[src/rtl/ghr_checkpoint_ctrl_if.sv]
// ghr_checkpoint_ctrl_if: prediction, resolution and status signals of the GHR checkpoint controller
interface ghr_checkpoint_ctrl_if #(
    parameter int GHR_LEN = 32,
    parameter int DEPTH   = 8,
    parameter int TAG_W   = $clog2(DEPTH)
);
    logic               i_pred_valid;
    logic               i_pred_taken;
    logic               o_pred_ready;
    logic [TAG_W-1:0]   o_pred_tag;
    logic [GHR_LEN-1:0] o_spec_ghr;
    logic [GHR_LEN-1:0] o_commit_ghr;
    logic               i_res_valid;
    logic [TAG_W-1:0]   i_res_tag;
    logic               i_res_outcome;
    logic               o_mispredict;
    logic               i_flush;
    logic [TAG_W:0]     o_count;
    logic               o_err;

    modport master (
        output i_pred_valid, i_pred_taken, i_res_valid, i_res_tag, i_res_outcome, i_flush,
        input  o_pred_ready, o_pred_tag, o_spec_ghr, o_commit_ghr, o_mispredict, o_count, o_err
    );

    modport slave (
        input  i_pred_valid, i_pred_taken, i_res_valid, i_res_tag, i_res_outcome, i_flush,
        output o_pred_ready, o_pred_tag, o_spec_ghr, o_commit_ghr, o_mispredict, o_count, o_err
    );
endinterface

[src/rtl/ghr_checkpoint_ctrl.sv]
// ghr_checkpoint_ctrl: speculative/committed GHR with an in-order checkpoint queue of predicted directions
module ghr_checkpoint_ctrl #(
    parameter int GHR_LEN = 32,
    parameter int DEPTH   = 8,
    parameter int TAG_W   = $clog2(DEPTH)
) (
    input  logic                 clk,
    input  logic                 rst,
    ghr_checkpoint_ctrl_if.slave bus
);
    logic [TAG_W-1:0]   r_head;
    logic [TAG_W-1:0]   r_tail;
    logic [TAG_W:0]     r_count;
    logic [DEPTH-1:0]   r_pred;
    logic [GHR_LEN-1:0] r_spec;
    logic [GHR_LEN-1:0] r_commit;
    logic               r_mis;
    logic               r_err;

    logic               w_ready;
    logic               w_push;
    logic               w_res_ok;
    logic               w_mis;
    logic               w_drop;
    logic [GHR_LEN-1:0] w_commit_nx;
    logic [TAG_W-1:0]   w_head_nx;

    // Ready depends only on occupancy; a resolve is accepted only for the oldest in-flight branch
    always_comb begin
        w_ready     = r_count != (TAG_W+1)'(DEPTH);
        w_push      = bus.i_pred_valid & w_ready;
        w_res_ok    = bus.i_res_valid & (r_count != '0) & (bus.i_res_tag == r_head);
        w_mis       = w_res_ok & (bus.i_res_outcome != r_pred[r_head]);
        w_drop      = bus.i_flush | w_mis;
        w_commit_nx = w_res_ok ? {r_commit[GHR_LEN-2:0], bus.i_res_outcome} : r_commit;
        w_head_nx   = w_res_ok ? r_head + TAG_W'(1) : r_head;
    end

    // Commit side always advances first; a flush or mispredict then rebuilds speculation from it
    always_ff @(posedge clk) begin
        if (rst) begin
            r_head   <= '0;
            r_tail   <= '0;
            r_count  <= '0;
            r_spec   <= '0;
            r_commit <= '0;
            r_mis    <= 1'b0;
            r_err    <= 1'b0;
        end else begin
            r_commit <= w_commit_nx;
            r_head   <= w_head_nx;
            r_mis    <= w_mis;
            r_err    <= r_err | (bus.i_res_valid & ~w_res_ok);
            if (w_drop) begin
                r_spec  <= w_commit_nx;
                r_tail  <= w_head_nx;
                r_count <= '0;
            end else begin
                if (w_push) begin
                    r_pred[r_tail] <= bus.i_pred_taken;
                    r_tail         <= r_tail + TAG_W'(1);
                    r_spec         <= {r_spec[GHR_LEN-2:0], bus.i_pred_taken};
                end
                r_count <= r_count + (TAG_W+1)'(w_push) - (TAG_W+1)'(w_res_ok);
            end
        end
    end

    assign bus.o_pred_ready = w_ready;
    assign bus.o_pred_tag   = r_tail;
    assign bus.o_spec_ghr   = r_spec;
    assign bus.o_commit_ghr = r_commit;
    assign bus.o_mispredict = r_mis;
    assign bus.o_count      = r_count;
    assign bus.o_err        = r_err;
endmodule

[src/flat_wrapper.sv]
// flat-port wrapper written by rule: the top's interface ports become plain ports
module ghr_checkpoint_ctrl_flat 
#(
    parameter int GHR_LEN = 32,
    parameter int DEPTH   = 8,
    parameter int TAG_W   = $clog2(DEPTH)
)
  (clk, rst, bus_i_pred_valid, bus_i_pred_taken, bus_i_res_valid, bus_i_res_tag, bus_i_res_outcome, bus_i_flush, bus_o_pred_ready, bus_o_pred_tag, bus_o_spec_ghr, bus_o_commit_ghr, bus_o_mispredict, bus_o_count, bus_o_err);
  ghr_checkpoint_ctrl_if #(.GHR_LEN(GHR_LEN), .DEPTH(DEPTH), .TAG_W(TAG_W)) bus_i ();
  input  logic clk;
  input  logic rst;
  input wire logic [$bits(bus_i.i_pred_valid)-1:0] bus_i_pred_valid;
  input wire logic [$bits(bus_i.i_pred_taken)-1:0] bus_i_pred_taken;
  input wire logic [$bits(bus_i.i_res_valid)-1:0] bus_i_res_valid;
  input wire logic [$bits(bus_i.i_res_tag)-1:0] bus_i_res_tag;
  input wire logic [$bits(bus_i.i_res_outcome)-1:0] bus_i_res_outcome;
  input wire logic [$bits(bus_i.i_flush)-1:0] bus_i_flush;
  output wire logic [$bits(bus_i.o_pred_ready)-1:0] bus_o_pred_ready;
  output wire logic [$bits(bus_i.o_pred_tag)-1:0] bus_o_pred_tag;
  output wire logic [$bits(bus_i.o_spec_ghr)-1:0] bus_o_spec_ghr;
  output wire logic [$bits(bus_i.o_commit_ghr)-1:0] bus_o_commit_ghr;
  output wire logic [$bits(bus_i.o_mispredict)-1:0] bus_o_mispredict;
  output wire logic [$bits(bus_i.o_count)-1:0] bus_o_count;
  output wire logic [$bits(bus_i.o_err)-1:0] bus_o_err;
  assign bus_i.i_pred_valid = bus_i_pred_valid;
  assign bus_i.i_pred_taken = bus_i_pred_taken;
  assign bus_i.i_res_valid = bus_i_res_valid;
  assign bus_i.i_res_tag = bus_i_res_tag;
  assign bus_i.i_res_outcome = bus_i_res_outcome;
  assign bus_i.i_flush = bus_i_flush;
  assign bus_o_pred_ready = bus_i.o_pred_ready;
  assign bus_o_pred_tag = bus_i.o_pred_tag;
  assign bus_o_spec_ghr = bus_i.o_spec_ghr;
  assign bus_o_commit_ghr = bus_i.o_commit_ghr;
  assign bus_o_mispredict = bus_i.o_mispredict;
  assign bus_o_count = bus_i.o_count;
  assign bus_o_err = bus_i.o_err;
  ghr_checkpoint_ctrl #(.GHR_LEN(GHR_LEN), .DEPTH(DEPTH), .TAG_W(TAG_W)) u_core (.clk(clk), .rst(rst), .bus(bus_i));
endmodule
[config.mk]
export PLATFORM = sky130hd
export DESIGN_NAME = ghr_checkpoint_ctrl_flat
export DESIGN_NICKNAME = d
export VERILOG_FILES = /design/src/rtl/ghr_checkpoint_ctrl_if.sv /design/src/rtl/ghr_checkpoint_ctrl.sv /design/src/flat_wrapper.sv
export SDC_FILE = /design/constraint.sdc
export NUM_CORES = 1
export LEC_CHECK = 0
export CAP_MARGIN = 20
export CORE_ASPECT_RATIO = 0.7
export CORE_MARGIN = 1
export CORE_UTILIZATION = 30
export CTS_CLUSTER_SIZE = 30
export DETAILED_ROUTE_END_ITERATION = 7
export HOLD_SLACK_MARGIN = 0.06
export MAX_ROUTING_LAYER = met4
export PLACE_DENSITY = 0.56
export SLEW_MARGIN = 20
export SYNTH_ARGS = -nofsm -noshare
export SYNTH_HDL_FRONTEND = slang
export SYNTH_SLANG_ARGS = --single-unit
[constraint.sdc]
create_clock -name clk -period 3.15 [get_ports clk]
set_input_delay 0.4725 -clock clk [delete_from_list [all_inputs] [get_ports clk]]
set_output_delay 0.4725 -clock clk [all_outputs]
set_load 0.02 [all_outputs]
==> summary.txt, run 1 <==
Detailed routing
  – Drt pass-1 iters: 7
  – Vias per inst: 5.14
  – DR WL/cell: 16.3 um
  – DRT iter0 DRCs: 221
  – Routed vias: 3,465
  – DRT Wirelength: 11.0 mm
  – Final ANT Viol Nets: 0
  – Residual DRC: 4

STA
  – Peak Freq: 357 MHz
  – Crit share post-route: 0.890
  – Final Hold Fails: 0
  – RSZ-0062 raised after global routing: false
  – Slew Viols, Final: 0
  – # setup viols final: 0
  – Min cycle time layout: 2.80 ns
  – Max transition margin: 0.505
  – Fin Clk Skew: 0.00917 ns
  – Final setup TNS: 0 ns
  – Worst-Margin Slew: 0.740 ns

Power and ir drop
  – Maximum vdd drop: 0.263 mV
  – Power Total: 2.39 mW
  – Cell Pwr Density: 458 nW/um^2
  – Leak Pwr: 1.79 nW

Floorplan
  – Total core area: 12,600 sq um
  – Die W: 139 um
  – I/O pins: 84
  – Die height: 97.9 um
  – Starting Density: 0.313
  – Die Area: 13,600 sq um
  – Row count: 34

Global routing
  – Total global routing overflow: 0
  – Initial antenna violation count: 0
  – Global-route wire length before repair: 17.6 mm
  – Largest net degree at the start of global routing: 55
  – Aggregate global-route resource usage: 0.169
  – Vias in the first global route: 3,256

Clocking
  – CTS clk-pin slew, worst paths: 0.06 ns
  – Clock buffer depth: 2
  – Clk root buf: clkbuf_16
  – Post-CTS Setup Bufs: 0
  – CTS buffer count: 9
  – H-tree levels: 3
  – Hold buffers post-CTS: 0
  – Skew-Pair Late Insertion Delay: 0.33 ns
  – Clock Sinks: 84
  – # resized after CTS: 0
  – CTS tree: built

Yosys
  – Distinct cell type count after synthesis: 45
  – Syn Std Cell Area: 3940 sq um
  – Top cells by area, synth: dfxtp_1 39%, nand2_1 6.8%, edfxtp_1 6.1%
  – Mapped Cells: 438
  – Synth top area share: 0.386
  – Syn_nets: 457
  – Sequential share of the synthesized area: 0.447
  – Leading area contributor after synthesis: dfxtp_1
  – Ys Warns: 0
  – Syn_area_per_cell: 9.00 sq um
  – Yosys reg bits: 84

Setup path
  – Crit Path Max Fanout: 49
  – Critical Path AT: 2.81 ns
  – CP top delay family: simple AND/OR/NAND/NOR gates
  – Most used cell, CP: buf_4
  – CP Launch Type: flop
  – CP Cell Sequence: inv_1 -> ha_1 -> or3b_2 -> and4_1 -> nand2_1 -> buf_4 -> o21ai_1 -> buf_4 -> nor4_1
  – WS Path Type: reg -> reg
  – CP Data Required Time: 3.16 ns
  – Slowest stage delay, CP: 0.46 ns
  – CP Buf/Inv Count: 3
  – Slowest CP cell: or3b_2
  – CP endpoint kind: flop

Finish
  – Antenna diodes: 0
  – Syn-to-layout area delta: 32.3%
  – Share of cells above drive strength 1: 0.0879
  – Fin nets: 527

Outcome
  – Status: complete, but fails checks
  – Failing checks: DRC

Placement
  – Port Buffer Count: 83
  – Gpl congestion: 0.766
  – Post-DP HPWL: 7.27 mm

Hold path
  – Hold crit path type: reg -> reg

Job
  – Total of max-cap violations: 0
-- worst paths after layout --
| kind | startpoint | to | slack [ns] | cells after the start |
|---|---|---|---|---|
| worst max-delay path | u_core.bus.o_count[2]$_SDFF_PP0_ | u_core.r_pred[0]$_DFFE_PP_ | 0.35 | 9 |
| worst min register to register | u_core.bus.o_err$_SDFF_PP0_ | u_core.bus.o_err$_SDFF_PP0_ | 0.49 | 2 |
| worst min-delay path | u_core.bus.o_err$_SDFF_PP0_ | u_core.bus.o_err$_SDFF_PP0_ | 0.49 | 2 |
| worst max register to register | u_core.bus.o_count[2]$_SDFF_PP0_ | u_core.r_pred[0]$_DFFE_PP_ | 0.35 | 9 |
-- layer usage --
metal  GRT usage  wire (um)  vias up
met4      0.0376         52        0
met2       0.230       4500      110
met1       0.249       5730     1639
met5           -          0        -
met3      0.0387        720        7
li1            -          -     1709
-- where the power goes --
part           switching, mW  internal [mW]
sequential            0.0206           1.10
combinational          0.156          0.112
clock                  0.406          0.595
-- cells by family after synthesis --
kind of cell / count (synthesis) / share of synthesized area
AOI/OAI and AO/OA: 111 / 0.178
DFF: 84 / 0.447
muxes: 36 / 0.104
buffers and inverters: 50 / 0.0524
adders and majority gates: 9 / 0.0305
and+or+nand+nor: 136 / 0.157
xor gates and xnor gates: 12 / 0.0305
-- metrics by stage --
step | setup slack (ns) | hold WS (ns) | cells | area [sq um] | utilization
after floorplan | 0.132 | 0.546 | 438 | 3940 | -
after global placement | 0.315 | 0.460 | 658 | 4900 | 0.389
after detailed placement | 0.247 | 0.480 | 658 | 4900 | 0.389
after CTS | 0.271 | 0.495 | 673 | 5180 | 0.412
after global routing | 0.134 | 0.537 | 674 | 5210 | 0.414
final | 0.345 | 0.489 | 674 | 5210 | 0.414
-- area by class of cell --
type                    count  area, sq um
inverters                  13         48.8
fillers                  1254         7380
flip-flops and latches     84         1760
well taps                 162          203
multi-input cells         304         1970
clock buffers              14          274
clock inverters             1         7.51
repair buffers             96          943
-- state kept, by name, summed over array words and instances, names as in the netlist --
signal                   count
u_core.r_pred                8
u_core.bus.o_count           4
u_core.bus.o_spec_ghr       32
u_core.bus.o_commit_ghr     32
u_core.r_head                3
u_core.bus.o_err             1
u_core.bus.o_pred_tag        3
u_core.bus.o_mispredict      1
-- cells in the mapped netlist (all sizes together) --
cell type and count:
dfxtp 76, nand2 71, a21oi 48, clkbuf 24
nor3 24, o31ai 21, a211oi 20, mux2i 20
nand3 15, mux2 14, o21ai 14, buf 13
inv 12, xnor2 9, edfxtp 8, ha 8
nor4 8, nor2 5, or3 3, xor2 3
and3 2, mux4 2, nand2b 2, o2111ai 2
or2 2, or3b 2, a21o 1, a31oi 1
a41oi 1, and4 1, clkinv 1, fa 1
nand4 1, o211ai 1, o311ai 1, o31a 1
-- placed cells by master (no fill, tap or decap), types with 4 or more instances in the layout --
cell type        count
nand2_1             70
a21oi_1             47
nor4_1               8
clkdlybuf4s50_1     82
nor2_1               5
ha_1                 8
clkbuf_16            9
o21ai_0             13
buf_4               12
mux2_1               8
inv_1               11
o31ai_1             21
edfxtp_1             8
nor3_1              24
a211oi_1            20
mux2i_1             20
dfxtp_1             76
nand3_1             15
mux2_2               4
xnor2_1              7
-- worst register-to-register path, delay by kind of cell, from the launching register on --
kind / cells / cell delay (ns)
adder cells (fa/ha/maj): 1 / 0.15
flip-flops: 1 / 0.31
AND/OR/NAND/NOR: 4 / 1.14
buffers and inverters: 3 / 0.74
AO/OA/AOI/OAI: 1 / 0.14
(Power assumes the default switching activity.)
==> inputs of run 2 (changes only) <==
--- a/config.mk
+++ b/config.mk
@@ -5,6 +5,7 @@
 export SDC_FILE = /design/constraint.sdc
 export NUM_CORES = 1
 export LEC_CHECK = 0
+export ABC_CLOCK_PERIOD_IN_PS = 3150
 export CAP_MARGIN = 20
 export CORE_ASPECT_RATIO = 0.7
 export CORE_MARGIN = 1
==> results of run 2 <==
No change in the layout: final DEF, timing and power equal those of run 1.
==> inputs of run 3 (changes only) <==
--- a/config.mk
+++ b/config.mk
@@ -12,6 +12,7 @@
 export CORE_UTILIZATION = 30
 export CTS_CLUSTER_SIZE = 30
 export DETAILED_ROUTE_END_ITERATION = 7
+export GPL_TIMING_DRIVEN = 0
 export HOLD_SLACK_MARGIN = 0.06
 export MAX_ROUTING_LAYER = met4
 export PLACE_DENSITY = 0.56
==> run 3 against run 2 <==
The flow still finishes with violations (DRC); clock power shrank 5%; highest routed layer unchanged; die area stayed put; first-iteration DRC count up 35%; wire length rose by 5.9%; critical path depth rose by 4; via count rose by 4.5%; power shrank 2.0%; register-to-register slack got worse by 0.13 ns; fmax is 4.5% lower; global-route usage grew 1.3 points; combinational power is essentially flat.
==> summary.txt, run 3 (synthesized netlist as in run 1, its figures left out) <==
Floorplan
  – Die height: 97.9 um
  – I/O pins: 84
  – Row count: 34
  – Die Area: 13,600 sq um
  – Starting Density: 0.313
  – Total core area: 12,600 sq um
  – Die W: 139 um

Clocking
  – CTS tree: built
  – CTS buffer count: 9
  – H-tree levels: 3
  – CTS clk-pin slew, worst paths: 0.05 ns
  – Skew-Pair Late Insertion Delay: 0.34 ns
  – Clk root buf: clkbuf_16
  – Clock buffer depth: 2
  – Hold buffers post-CTS: 0
  – Clock Sinks: 84

STA
  – Final Hold Fails: 0
  – Crit share post-route: 0.932
  – Worst-Margin Slew: 0.749 ns
  – Max transition margin: 0.501
  – Min cycle time layout: 2.94 ns
  – Slew Viols, Final: 0
  – # setup viols final: 0
  – Fin Clk Skew: 0.00801 ns
  – RSZ-0062 raised after global routing: false
  – Peak Freq: 341 MHz

Detailed routing
  – Met2 wire len: 4.65 mm
  – Residual DRC: 4
  – Routed vias: 3,621
  – Top Metal Used: met4
  – Vias per inst: 5.20
  – DRT iter0 DRCs: 298
  – Met3 WL: 778 um
  – Final ANT Viol Nets: 0
  – DR WL/cell: 16.7 um
  – Metal-1 WL: 6.15 mm
  – DRT Wirelength: 11.6 mm
  – Drt pass-1 iters: 6

Setup path
  – CP Cell Sequence: inv_1 -> ha_1 -> or3b_2 -> and4_1 -> nand2_2 -> inv_4 -> ha_1 -> inv_1 -> ha_1 -> inv_1 -> fa_1 -> xor2_1 -> nor3_1
  – Worst-case reg-to-reg path depth: 13
  – Crit Path Max Fanout: 19
  – Reg-to-Reg Start: u_core.bus.o_count[2]$_SDFF_PP0_
  – Levels on crit path: 13
  – CP Buf/Inv Count: 4
  – Flop-to-flop setup slack: 0.21 ns
  – Critical Path AT: 3.19 ns
  – Critical path destination: u_core.bus.o_count[2]$_SDFF_PP0_
  – Critical R2R Capture: u_core.bus.o_count[2]$_SDFF_PP0_
  – WS Path Type: reg -> reg
  – Slowest stage delay, CP: 0.46 ns
  – Slowest CP cell: or3b_2
  – CP Data Required Time: 3.40 ns
  – Critical Path Start: u_core.bus.o_count[2]$_SDFF_PP0_
  – CP endpoint kind: flop
  – CP top delay family: simple AND/OR/NAND/NOR gates
  – CP Launch Type: flop

Job
  – Total of max-cap violations: 0

Global routing
  – Vias in the first global route: 3,424
  – Largest net degree at the start of global routing: 20
  – Total global routing overflow: 0
  – Global-route wire length before repair: 18.7 mm
  – Aggregate global-route resource usage: 0.182
  – Initial antenna violation count: 0

Finish
  – Antenna diodes: 0
  – Multi-input gate area: 1970 sq um
  – Fin nets: 550
  – Syn-to-layout area delta: 33.0%
  – Commonest non-fill, non-tap cell in the layout: clkdlybuf4s50_1
  – Share of cells above drive strength 1: 0.0766
  – Post-route non-filler standard cell count: 697
  – # fillers: 1,266
  – Flip-flop and latch area: 1760 sq um
  – Commonest non-fill, non-tap cells in the layout: 82 x clkdlybuf4s50_1, 76 x dfxtp_1, 70 x nand2_1, 47 x a21oi_1, 25 x clkbuf_1

Power and ir drop
  – Cell Pwr Density: 447 nW/um^2
  – Maximum vdd drop: 0.251 mV
  – Power Total: 2.34 mW
  – Leak Pwr: 1.78 nW

Placement
  – Port Buffer Count: 82
  – Gpl congestion: 0.798
  – Placed insts: 682
  – Post-DP HPWL: 8.46 mm

Outcome
  – Failing checks: DRC
  – Status: complete, but fails checks

Hold path
  – Hold crit path type: reg -> reg
run 3: cell types whose count changed in the layout (fill, tap and decap cells not counted):
cell,change
clkbuf_1,+23
buf_4,-9
buf_2,+5
buf_1,+4
clkbuf_8,-2
buf_16,-1
buf_6,+1
clkbuf_2,+1
clkinv_2,+1
inv_2,-1
inv_4,+1
run 3: how the worst min path moves through the flow:
stage	startpoint	endpoint	slack, ns	cells after the start
after floorplan	u_core.bus.o_commit_ghr[31]$_SDFF_PP0_	u_core.bus.o_commit_ghr[31]$_SDFF_PP0_	0.55	2
after CTS	u_core.bus.o_err$_SDFF_PP0_	u_core.bus.o_err$_SDFF_PP0_	0.48	2
after detailed placement	u_core.bus.o_err$_SDFF_PP0_	u_core.bus.o_err$_SDFF_PP0_	0.47	2
final	u_core.bus.o_err$_SDFF_PP0_	u_core.bus.o_err$_SDFF_PP0_	0.48	2
after global routing	u_core.bus.o_err$_SDFF_PP0_	u_core.bus.o_err$_SDFF_PP0_	0.50	2
after global placement	u_core.bus.o_err$_SDFF_PP0_	u_core.bus.o_err$_SDFF_PP0_	0.45	2
run 3: repair_timing:
action | CTS | global route
setup endpoints to repair | 3 | 3
gates cloned | 0 | 0
gates resized for setup | 1 | 3
buffers inserted | 0 | 2
run 3: area by class of cell:
cell class,instances,area share
plain buffers,35,0.0289
clock buffers,13,0.0478
clock inverters,2,0.00239
inverters,13,0.00979
multi-input cells,304,0.377
flip-flops and latches,84,0.336
well taps,162,0.0387
repair buffers,84,0.160
run 3: power breakdown:
part	internal, mW	switching, mW	leakage, nW
sequential	1.10	0.0207	0.689
clock	0.550	0.400	0.126
combinational	0.109	0.162	0.969
total	1.76	0.582	1.78
run 3: routing by layer:
layer,GRT usage,vias up
met1,0.269,1728
li1,-,1759
met4,0.0256,0
met3,0.0525,8
met5,-,-
met2,0.245,126
run 3: through the flow:
| stage | setup WS (ns) | util | hold WS (ns) | cell area [sq um] | TNS [ns] |
|---|---|---|---|---|---|
| after floorplan | 0.132 | - | 0.546 | 3940 | 0 |
| after global placement | -0.626 | 0.394 | 0.453 | 4960 | -1.96 |
| after detailed placement | -0.667 | 0.394 | 0.465 | 4960 | -2.02 |
| after CTS | 0.0185 | 0.415 | 0.481 | 5230 | 0 |
| after global routing | 0.0135 | 0.416 | 0.499 | 5240 | 0 |
| final | 0.214 | 0.416 | 0.483 | 5240 | 0 |
run 3: worst register-to-register path, cell delays in order, from the launching register on:
cell and delay (ns):
dfxtp_1 0.30, inv_1 0.10, ha_1 0.16, or3b_2 0.46, and4_1 0.28, nand2_2 0.18, inv_4 0.13, ha_1 0.29
inv_1 0.05, ha_1 0.16, inv_1 0.06, fa_1 0.40, xor2_1 0.16, nor3_1 0.13
